==> config.mk <==
export PLATFORM = sky130hd
export DESIGN_NAME = ascii_setpoint_parser_flat
export DESIGN_NICKNAME = d
export VERILOG_FILES = /design/src/rtl/ascii_setpoint_parser_if.sv /design/src/rtl/ascii_setpoint_parser.sv /design/src/flat_wrapper.sv
export SDC_FILE = /design/constraint.sdc
export NUM_CORES = 1
export LEC_CHECK = 0
export CORE_AREA = 2 2 82 84
export DETAILED_ROUTE_END_ITERATION = 10
export DIE_AREA = 0 0 84 86
export PLACE_DENSITY_LB_ADDON = 0.25
export SLEW_MARGIN = 10
export SYNTH_ARGS = -nofsm -noshare
export SYNTH_HDL_FRONTEND = slang
export SYNTH_SLANG_ARGS = --single-unit
==> constraint.sdc <==
create_clock -name Clk -period 3 [get_ports Clk]
set_input_delay 0.75 -clock Clk [delete_from_list [all_inputs] [get_ports Clk]]
set_output_delay 0.75 -clock Clk [all_outputs]
set_load 0.1 [all_outputs]
==> src/rtl/ascii_setpoint_parser_if.sv <==
// ascii_setpoint_parser_if: byte stream in, packed setpoints and update/error pulses out
interface ascii_setpoint_parser_if #(
    parameter int NUM_CH = 4,
    parameter int OUT_W  = 13
);
    logic [7:0]              Rx_Data;
    logic                    Rx_Valid;
    logic [NUM_CH*OUT_W-1:0] SetAngleOut;
    logic                    Upd_Valid;
    logic [2:0]              Upd_Ch;
    logic                    Err;
    logic [1:0]              Err_Code;

    modport master (
        output Rx_Data, Rx_Valid,
        input  SetAngleOut, Upd_Valid, Upd_Ch, Err, Err_Code
    );

    modport slave (
        input  Rx_Data, Rx_Valid,
        output SetAngleOut, Upd_Valid, Upd_Ch, Err, Err_Code
    );
endinterface

==> src/rtl/ascii_setpoint_parser.sv <==
// ascii_setpoint_parser: parses "<letter><digits><CR|LF>" frames into per-channel setpoints
module ascii_setpoint_parser #(
    parameter int NUM_CH     = 4,
    parameter int MAX_DIGITS = 3,
    parameter int OUT_W      = 13,
    parameter int MAX_VAL    = 180,
    parameter int DEF_VAL    = 90
) (
    input logic Clk,
    input logic Rst_n,
    ascii_setpoint_parser_if.slave bus
);
    localparam int ACC_W = $clog2(10 ** MAX_DIGITS);
    localparam int CNT_W = $clog2(MAX_DIGITS + 1);

    typedef enum logic {IDLE, DIGITS} state_t;

    state_t           state, state_nxt;
    logic [2:0]       ch, ch_nxt;
    logic [ACC_W-1:0] acc, acc_nxt;
    logic [CNT_W-1:0] cnt, cnt_nxt;
    logic             upd_nxt, err_nxt;
    logic [1:0]       code_nxt;
    logic [7:0]       off;
    logic             is_letter, is_digit, is_term;

    // Byte classes; bytes below 'A' wrap to large offsets and fail the letter test.
    assign off       = bus.Rx_Data - 8'h41;
    assign is_letter = off < 8'(NUM_CH);
    assign is_digit  = bus.Rx_Data >= 8'h30 && bus.Rx_Data <= 8'h39;
    assign is_term   = bus.Rx_Data == 8'h0D || bus.Rx_Data == 8'h0A;

    // Parser state: current channel, decimal accumulator and digit count.
    always_ff @(posedge Clk or negedge Rst_n) begin
        if (!Rst_n) begin
            state <= IDLE;
            ch    <= '0;
            acc   <= '0;
            cnt   <= '0;
        end else begin
            state <= state_nxt;
            ch    <= ch_nxt;
            acc   <= acc_nxt;
            cnt   <= cnt_nxt;
        end
    end

    // Next-state and pulse decode; a frame ends in either an update or an error, never both.
    always_comb begin
        state_nxt = state;
        ch_nxt    = ch;
        acc_nxt   = acc;
        cnt_nxt   = cnt;
        upd_nxt   = 1'b0;
        err_nxt   = 1'b0;
        code_nxt  = 2'd0;
        if (bus.Rx_Valid) begin
            if (is_letter) begin
                err_nxt   = state == DIGITS;
                code_nxt  = state == DIGITS ? 2'd1 : 2'd0;
                state_nxt = DIGITS;
                ch_nxt    = off[2:0];
                acc_nxt   = '0;
                cnt_nxt   = '0;
            end else if (state == DIGITS) begin
                state_nxt = IDLE;
                err_nxt   = 1'b1;
                code_nxt  = 2'd1;
                if (is_digit) begin
                    if (cnt == CNT_W'(MAX_DIGITS)) begin
                        code_nxt = 2'd2;
                    end else begin
                        state_nxt = DIGITS;
                        err_nxt   = 1'b0;
                        code_nxt  = 2'd0;
                        acc_nxt   = acc * ACC_W'(10) + ACC_W'(bus.Rx_Data[3:0]);
                        cnt_nxt   = cnt + 1'b1;
                    end
                end else if (is_term && cnt != '0) begin
                    if (32'(acc) > MAX_VAL) begin
                        code_nxt = 2'd3;
                    end else begin
                        err_nxt  = 1'b0;
                        code_nxt = 2'd0;
                        upd_nxt  = 1'b1;
                    end
                end
            end
        end
    end

    // Registered pulses; Upd_Ch and Err_Code read zero outside their pulses.
    always_ff @(posedge Clk or negedge Rst_n) begin
        if (!Rst_n) begin
            bus.Upd_Valid <= 1'b0;
            bus.Upd_Ch    <= 3'd0;
            bus.Err       <= 1'b0;
            bus.Err_Code  <= 2'd0;
        end else begin
            bus.Upd_Valid <= upd_nxt;
            bus.Upd_Ch    <= upd_nxt ? ch : 3'd0;
            bus.Err       <= err_nxt;
            bus.Err_Code  <= code_nxt;
        end
    end

    // Setpoint bank; only the latched channel is written on a good frame.
    always_ff @(posedge Clk or negedge Rst_n) begin
        if (!Rst_n) begin
            for (int k = 0; k < NUM_CH; k++)
                bus.SetAngleOut[k*OUT_W +: OUT_W] <= OUT_W'(DEF_VAL);
        end else begin
            for (int k = 0; k < NUM_CH; k++)
                if (upd_nxt && ch == 3'(k))
                    bus.SetAngleOut[k*OUT_W +: OUT_W] <= OUT_W'(acc);
        end
    end
endmodule

==> src/flat_wrapper.sv <==
// flat-port wrapper written by rule: the top's interface ports become plain ports
module ascii_setpoint_parser_flat 
#(
    parameter int NUM_CH     = 4,
    parameter int MAX_DIGITS = 3,
    parameter int OUT_W      = 13,
    parameter int MAX_VAL    = 180,
    parameter int DEF_VAL    = 90
)
  (Clk, Rst_n, bus_Rx_Data, bus_Rx_Valid, bus_SetAngleOut, bus_Upd_Valid, bus_Upd_Ch, bus_Err, bus_Err_Code);
  ascii_setpoint_parser_if #(.NUM_CH(NUM_CH), .OUT_W(OUT_W)) bus_i ();
  input logic Clk;
  input logic Rst_n;
  input wire logic [$bits(bus_i.Rx_Data)-1:0] bus_Rx_Data;
  input wire logic [$bits(bus_i.Rx_Valid)-1:0] bus_Rx_Valid;
  output wire logic [$bits(bus_i.SetAngleOut)-1:0] bus_SetAngleOut;
  output wire logic [$bits(bus_i.Upd_Valid)-1:0] bus_Upd_Valid;
  output wire logic [$bits(bus_i.Upd_Ch)-1:0] bus_Upd_Ch;
  output wire logic [$bits(bus_i.Err)-1:0] bus_Err;
  output wire logic [$bits(bus_i.Err_Code)-1:0] bus_Err_Code;
  assign bus_i.Rx_Data = bus_Rx_Data;
  assign bus_i.Rx_Valid = bus_Rx_Valid;
  assign bus_SetAngleOut = bus_i.SetAngleOut;
  assign bus_Upd_Valid = bus_i.Upd_Valid;
  assign bus_Upd_Ch = bus_i.Upd_Ch;
  assign bus_Err = bus_i.Err;
  assign bus_Err_Code = bus_i.Err_Code;
  ascii_setpoint_parser #(.NUM_CH(NUM_CH), .MAX_DIGITS(MAX_DIGITS), .OUT_W(OUT_W), .MAX_VAL(MAX_VAL), .DEF_VAL(DEF_VAL)) u_core (.Clk(Clk), .Rst_n(Rst_n), .bus(bus_i));
endmodule
==> results of run 1 <==
-- worst max-delay path: cells and delay by family --
kind | cells | cell delay (ps)
AO/OA/AOI/OAI | 3 | 450
AND/OR/NAND/NOR | 2 | 310
adder cells (fa/ha/maj) | 1 | 240
buffers and inverters | 3 | 820
multiplexers | 1 | 350
-- stage by stage --
| step | instances | instance area [sq um] | power (uW) | TNS, ps |
|---|---|---|---|---|
| 2_1_floorplan | 251 | 3134 | 1025 | 0 |
| 3_3_place_gp | 393 | 3784 | 1072 | -15.70 |
| 3_5_place_dp | 393 | 3784 | 1075 | -187.0 |
| 4_1_cts | 409 | 4029 | 1968 | 0 |
| 5_1_grt | 409 | 4029 | 2019 | 0 |
| 6_report | 409 | 4029 | 1958 | 0 |
-- state kept, by name (all words and copies together) (netlist names) --
| name | count |
|---|---|
| u_core.bus.Upd_Ch | 3 |
| u_core.ch | 3 |
| u_core.bus.SetAngleOut | 40 |
| u_core.state | 1 |
| u_core.bus.Err | 1 |
| u_core.cnt | 2 |
| u_core.bus.Upd_Valid | 1 |
| u_core.acc | 10 |
| u_core.bus.Err_Code | 2 |
-- layout make-up --
type | instances | share of cell area
repair buffers | 81 | 0.1652
flip-flops and latches | 63 | 0.3963
multi-input cells | 163 | 0.3453
clock buffers | 10 | 0.03416
well taps | 77 | 0.02391
clock inverters | 6 | 0.02671
inverters | 9 | 0.008385
-- metal layers --
metal / up-vias / part of all wire / track usage / wire, microns
li1: 992 / - / - / -
met1: 1036 / 0.48 / 0.2380 / 2900
met2: 64 / 0.47 / 0.2742 / 2862
met3: 4 / 0.047 / 0.03754 / 285
met4: 0 / 0.0072 / 0.07918 / 44
met5: - / 0 / 0 / 0
-- logic make-up after synthesis --
kind of cell,share of synthesized area
buf+inv,0.04733
flops,0.5162
compound gates,0.07039
other cells,0.001212
simple gates,0.09911
mux,0.1375
fa+ha+maj,0.08981
xor+xnor,0.03843
-- report_power, final --
group,total (uW),leakage [uW],switching [uW],internal (uW)
sequential,880,0.000809,16.8,863
clock,898,0.000122,326,572
combinational,180,0.00124,131,49.1
-- synthesized netlist by cell type, types with 3 or more instances --
cell type / count
dfstp_2: 16
nor2_1: 9
nand3_1: 3
xor2_1: 5
inv_1: 9
a22o_1: 8
a21o_1: 4
and2_1: 9
xnor2_1: 6
o21ai_0: 5
nand2_1: 11
nand4_1: 3
buf_4: 12
and2_2: 3
ha_1: 19
a21oi_1: 5
mux2_2: 36
dfrtp_1: 47
-- worst paths after layout --
path,startpoint,to,slack (ps),depth (start not counted)
setup / recovery,bus_Rx_Data[0],u_core.acc[5]$_DFFE_PN0P_,290,10
hold / removal,Rst_n,u_core.bus.SetAngleOut[35]$_DFFE_PN0P_,440,1
setup reg to reg,u_core.acc[2]$_DFFE_PN0P_,u_core.acc[9]$_DFFE_PN0P_,320,9
hold reg to reg,u_core.bus.SetAngleOut[22]$_DFFE_PN0P_,u_core.bus.SetAngleOut[22]$_DFFE_PN0P_,490,1
max in group asynchronous,Rst_n,u_core.bus.SetAngleOut[40]$_DFFE_PN1P_,1770,2
min in group Clk,u_core.bus.SetAngleOut[22]$_DFFE_PN0P_,u_core.bus.SetAngleOut[22]$_DFFE_PN0P_,490,1
==> summary.md, run 1 <==
| Metric | Value |
|---|---|
| Commonest non-fill, non-tap cell in the layout | buf_4 |
| Final hold slack | 444.6 ps |
| I/O pin total | 70 |
| Max_cap viols | 0 |
| Initial Util | 0.4927 |
| Worst hold path type | input port to async pin |
| Type of destination of the critical path | flop |
| Clock transition at the registers of the reported paths | 70 ps |
| Synthesized flop and latch total | 63 |
| Antenna Nets Post-Route | 0 |
| CTS max path bufs | 2 |
| Worst Path Arrival | 2930 ps |
| Worst setup margin | 285.6 ps |
| Worst-path maximum fanout | 12 |
| Syn Std Cell Area | 3093 sq um |
| Measured slew at the worst slew-check pin | 659.8 ps |
| Final setup fails | 0 |
| Most frequent cells in the layout | buf_4 (68), dfrtp_1 (47), mux2_2 (36), ha_1 (19), dfstp_2 (16) |
| Die width | 84 microns |
| DRT Pass-1 Iters | 4 |
| Reg area | 1597 sq um |
| Pre-CTS setup slack | -42.96 ps |
| DIE AREA | 7224 sq um |
| First-pass GRT wire length | 9832 microns |
| GR Overflow Total | 0 |
| Post-synthesis async set-or-reset flop share | 1.000 |
| Vias in the first global route | 2039 |
| Post-synth EDFFs | 0 |
| Crit path time final | 2714 ps |
| Port Buffers | 57 |
| CP max-delay cell | clkdlybuf4s50_1 |
| Vias | 2096 |
| Synth top area share | 0.3803 |
| Multi-input logic area | 1391 sq um |
| Area contributors post-synth | dfrtp_1 (38%), dfstp_2 (14%), mux2_2 (13%) |
| Crit Path Class | input port to flop |
| RD Place Congestion | 0.7646 |
| Status | complete, no violations |
| CTS tree | yes |
| Syn Area/Cell | 12.89 sq um |
| Data required, critical path | 3220 ps |
| Total core area | 6277 sq um |
| Clock Tree Root | clkbuf_8 |
| RSZ-0062 raised after global routing | false |
| Sink Count | 63 |
| Final Max Tran Viols | 0 |
| CP peak stage delay | 520 ps |
| P_leak | 0.002174 uW |
| Vias/cell | 5.125 |
| Area Overhead vs Synth | 30.26% |
| Largest net degree at the start of global routing | 31 |
| Total wire length | 6093 microns |
| DRC marker count from the first detailed-route iteration | 55 |
| Detail Placement HPWL | 4576 microns |
| Total global-route track usage | 0.1758 |
| Synth cell types | 43 |
| Post-CTS setup buffers | 0 |
| Layout Skew | 8.099 ps |
| N_diodes | 0 |
| Hold_buf cts | 0 |
| Drt wl/cell | 14.90 microns |
| Yosys top cell by area | dfrtp_1 |
| Max Clock Freq | 368.4 MHz |
| Yosys warnings | 0 |
| Max VDD drop | 359.3 uV |
| Relative slew slack | 0.5601 |
| Final #Nets | 359 |
| Post_cts resized | 0 |
| Sequential-to-total area share from yosys stat | 0.5162 |
| Crit-path cells | clkdlybuf4s50_1 -> inv_1 -> ha_1 -> o21bai_1 -> a2111oi_2 -> and2b_1 -> and2_1 -> o21ai_0 -> buf_4 -> mux2_2 |
| CTS buffer count | 9 |
| Fraction of layout cells with a size suffix above 1 | 0.4548 |
| H-tree level count | 3 |
| Initial antenna violation count | 0 |
| P per Cell Area | 485.9 nW/um^2 |
| Final worst path period share | 0.9048 |
| DRC Markers | 0 |
| Die height | 86 microns |
| Rows | 29 |
| Crit start category | input port |
| Final Hold Fails | 0 |
| Top_reg_cell synth | dfrtp_1 |
| Filler cell count | 491 |
| Clk_lat worst skew | 330 ps |
| Cell count after synthesis | 240 |
| Fin util | 0.6418 |
No activity file was read; power rests on OpenSTA's default activity.
==> inputs of run 2 (changes only) <==
--- a/config.mk
+++ b/config.mk
@@ -5,9 +5,11 @@
 export SDC_FILE = /design/constraint.sdc
 export NUM_CORES = 1
 export LEC_CHECK = 0
+export CAP_MARGIN = 20
 export CORE_AREA = 2 2 82 84
 export DETAILED_ROUTE_END_ITERATION = 10
 export DIE_AREA = 0 0 84 86
+export GPL_TIMING_DRIVEN = 0
 export PLACE_DENSITY_LB_ADDON = 0.25
 export SLEW_MARGIN = 10
 export SYNTH_ARGS = -nofsm -noshare
==> run 2 against run 1 <==
Net effect: die area unchanged; non-clock buffer count decreased by 7; hold slack improved by 38 ps; cell count decreased by 1.7%; setup slack got worse by 150 ps; fmax decreased by 5.2%; critical path depth unchanged; via count decreased by 2.6%; critical endpoint is now u_core.cnt[0]$_DFFE_PN0P_; largest cell class unchanged.
==> summary.md, run 2 (same netlist as run 1, synthesis figures left out) <==
| Metric | Value |
|---|---|
| Vias in the first global route | 2036 |
| Total wire length | 5878 microns |
| Total global-route track usage | 0.1784 |
| H-tree level count | 3 |
| Largest regs | u_core.bus.SetAngleOut: 40 flops, u_core.acc: 10 flops |
| Final Max Tran Viols | 0 |
| CP peak stage delay | 470 ps |
| N_diodes | 0 |
| Measured slew at the worst slew-check pin | 988.9 ps |
| Area Overhead vs Synth | 31.03% |
| Crit-path cells | clkdlybuf4s50_1 -> inv_1 -> ha_1 -> o21bai_1 -> a2111oi_4 -> and2b_1 -> and2_1 -> o21ai_1 -> clkbuf_2 -> mux2_2 |
| Number of flip-flops in the largest register | 40 |
| Max Clock Freq | 349.1 MHz |
| DRC marker count from the first detailed-route iteration | 66 |
| Largest net degree at the start of global routing | 64 |
| Die height | 86 microns |
| Crit Path Class | input port to flop |
| Most frequent cells in the layout | clkdlybuf4s50_1 (56), dfrtp_1 (46), mux2_2 (36), ha_1 (19), dfstp_2 (16) |
| CP max-delay cell | clkdlybuf4s50_1 |
| P_leak | 0.002009 uW |
| Crit path time final | 2865 ps |
| Fin util | 0.6456 |
| Status | complete, no violations |
| First-pass GRT wire length | 10010 microns |
| Data required, critical path | 3230 ps |
| CTS buffer count | 9 |
| RD Place Congestion | 0.8292 |
| Clk_lat worst skew | 340 ps |
| Worst Path Arrival | 3090 ps |
| Rows | 29 |
| DRC Markers | 0 |
| Initial antenna violation count | 0 |
| Worst-path maximum fanout | 10 |
| Clock Tree Root | clkbuf_8 |
| Hold_buf cts | 0 |
| Fraction of layout cells with a size suffix above 1 | 0.3015 |
| Worst hold path type | input port to async pin |
| Relative slew slack | 0.3387 |
| Reg with most FFs | u_core.bus.SetAngleOut |
| Commonest non-fill, non-tap cell in the layout | clkdlybuf4s50_1 |
| Reg-to-reg slack, setup | 150 ps |
| Drt wl/cell | 14.62 microns |
| Type of destination of the critical path | flop |
| Area after DPL | 3799 sq um |
| Detail Placement HPWL | 4218 microns |
| Final #Nets | 352 |
| Max VDD drop | 230.8 uV |
| Vias | 2042 |
| Final worst path period share | 0.9548 |
| DRT Pass-1 Iters | 4 |
| GR Overflow Total | 0 |
| Reg area | 1598 sq um |
| Final instance area | 4053 sq um |
| P per Cell Area | 450.1 nW/um^2 |
| DIE AREA | 7224 sq um |
| Multi-input logic area | 1415 sq um |
| Crit start category | input port |
| Vias/cell | 5.080 |
| CTS max path bufs | 2 |
| Total core area | 6277 sq um |
| Initial Util | 0.4927 |
| CTS tree | yes |
| Final Hold Fails | 0 |
| Filler cell count | 471 |
| RSZ-0062 raised after global routing | false |
| Final setup fails | 0 |
| Port Buffers | 57 |
| I/O pin total | 70 |
| Layout Skew | 6.166 ps |
| Antenna Nets Post-Route | 0 |
| Clock transition at the registers of the reported paths | 70 ps |
| Die width | 84 microns |
| Sink Count | 63 |
| Max_cap viols | 0 |
==> run 2: critical path, delay by kind of cell <==
kind / cells / cell delay [ps]
simple gates: 2 / 390
buf+inv: 3 / 880
mux: 1 / 300
fa+ha+maj: 1 / 220
compound gates: 3 / 560
==> run 2: where the power goes <==
group	total [uW]	leakage [uW]	switching, uW	internal, uW
logic	179	0.00110	126	53.1
clock network	760	0.000105	333	427
registers	884	0.000808	21.1	863
total	1820	0.00201	480	1340
==> run 2: layout make-up <==
cell class / count / area share
tap: 77 / 0.02377
clock buffer: 11 / 0.03736
multi-input combinational: 163 / 0.3492
buffer: 16 / 0.02810
sequential: 63 / 0.3943
clock inverter: 5 / 0.01389
inverter: 9 / 0.008336
timing repair buffer: 58 / 0.1451
==> run 2: path summary, 6_finish.rpt <==
kind	to	from	depth (start not counted)
worst max-delay path	u_core.cnt[0]$_DFFE_PN0P_	bus_Rx_Data[0]	10
worst min-delay path	u_core.bus.SetAngleOut[35]$_DFFE_PN0P_	Rst_n	1
worst max register to register	u_core.acc[9]$_DFFE_PN0P_	u_core.acc[3]$_DFFE_PN0P_	9
worst min register to register	u_core.bus.SetAngleOut[47]$_DFFE_PN0P_	u_core.bus.SetAngleOut[47]$_DFFE_PN0P_	1
max in group asynchronous	u_core.acc[1]$_DFFE_PN0P_	Rst_n	1
min in group Clk	u_core.bus.SetAngleOut[47]$_DFFE_PN0P_	u_core.bus.SetAngleOut[47]$_DFFE_PN0P_	1
==> run 2: timing repair <==
item,CTS,global route
endpoints found under the setup margin,14,10
pin swaps,1,0
buffers inserted,1,0
gates cloned,0,0
resized for setup,2,4
==> run 2: metal layers <==
layer | global-route usage | wire length, microns
met1 | 0.2404 | 2750
met5 | 0 | 0
met2 | 0.2822 | 2789
met4 | 0.07478 | 99
met3 | 0.03850 | 238
==> run 2: stage by stage <==
| step | hold slack (ps) | setup TNS [ps] | power [uW] | instances | setup slack (ps) |
|---|---|---|---|---|---|
| 2_1_floorplan | 454.4 | 0 | 1025 | 251 | 402.3 |
| 3_3_place_gp | 469.2 | -43630 | 1073 | 385 | -744.3 |
| 3_5_place_dp | 469.9 | -10780 | 1077 | 385 | -461.9 |
| 4_1_cts | 490.7 | 0 | 1831 | 402 | 40.48 |
| 5_1_grt | 515.1 | 0 | 1889 | 402 | 7.112 |
| 6_report | 482.3 | 0 | 1824 | 402 | 135.5 |
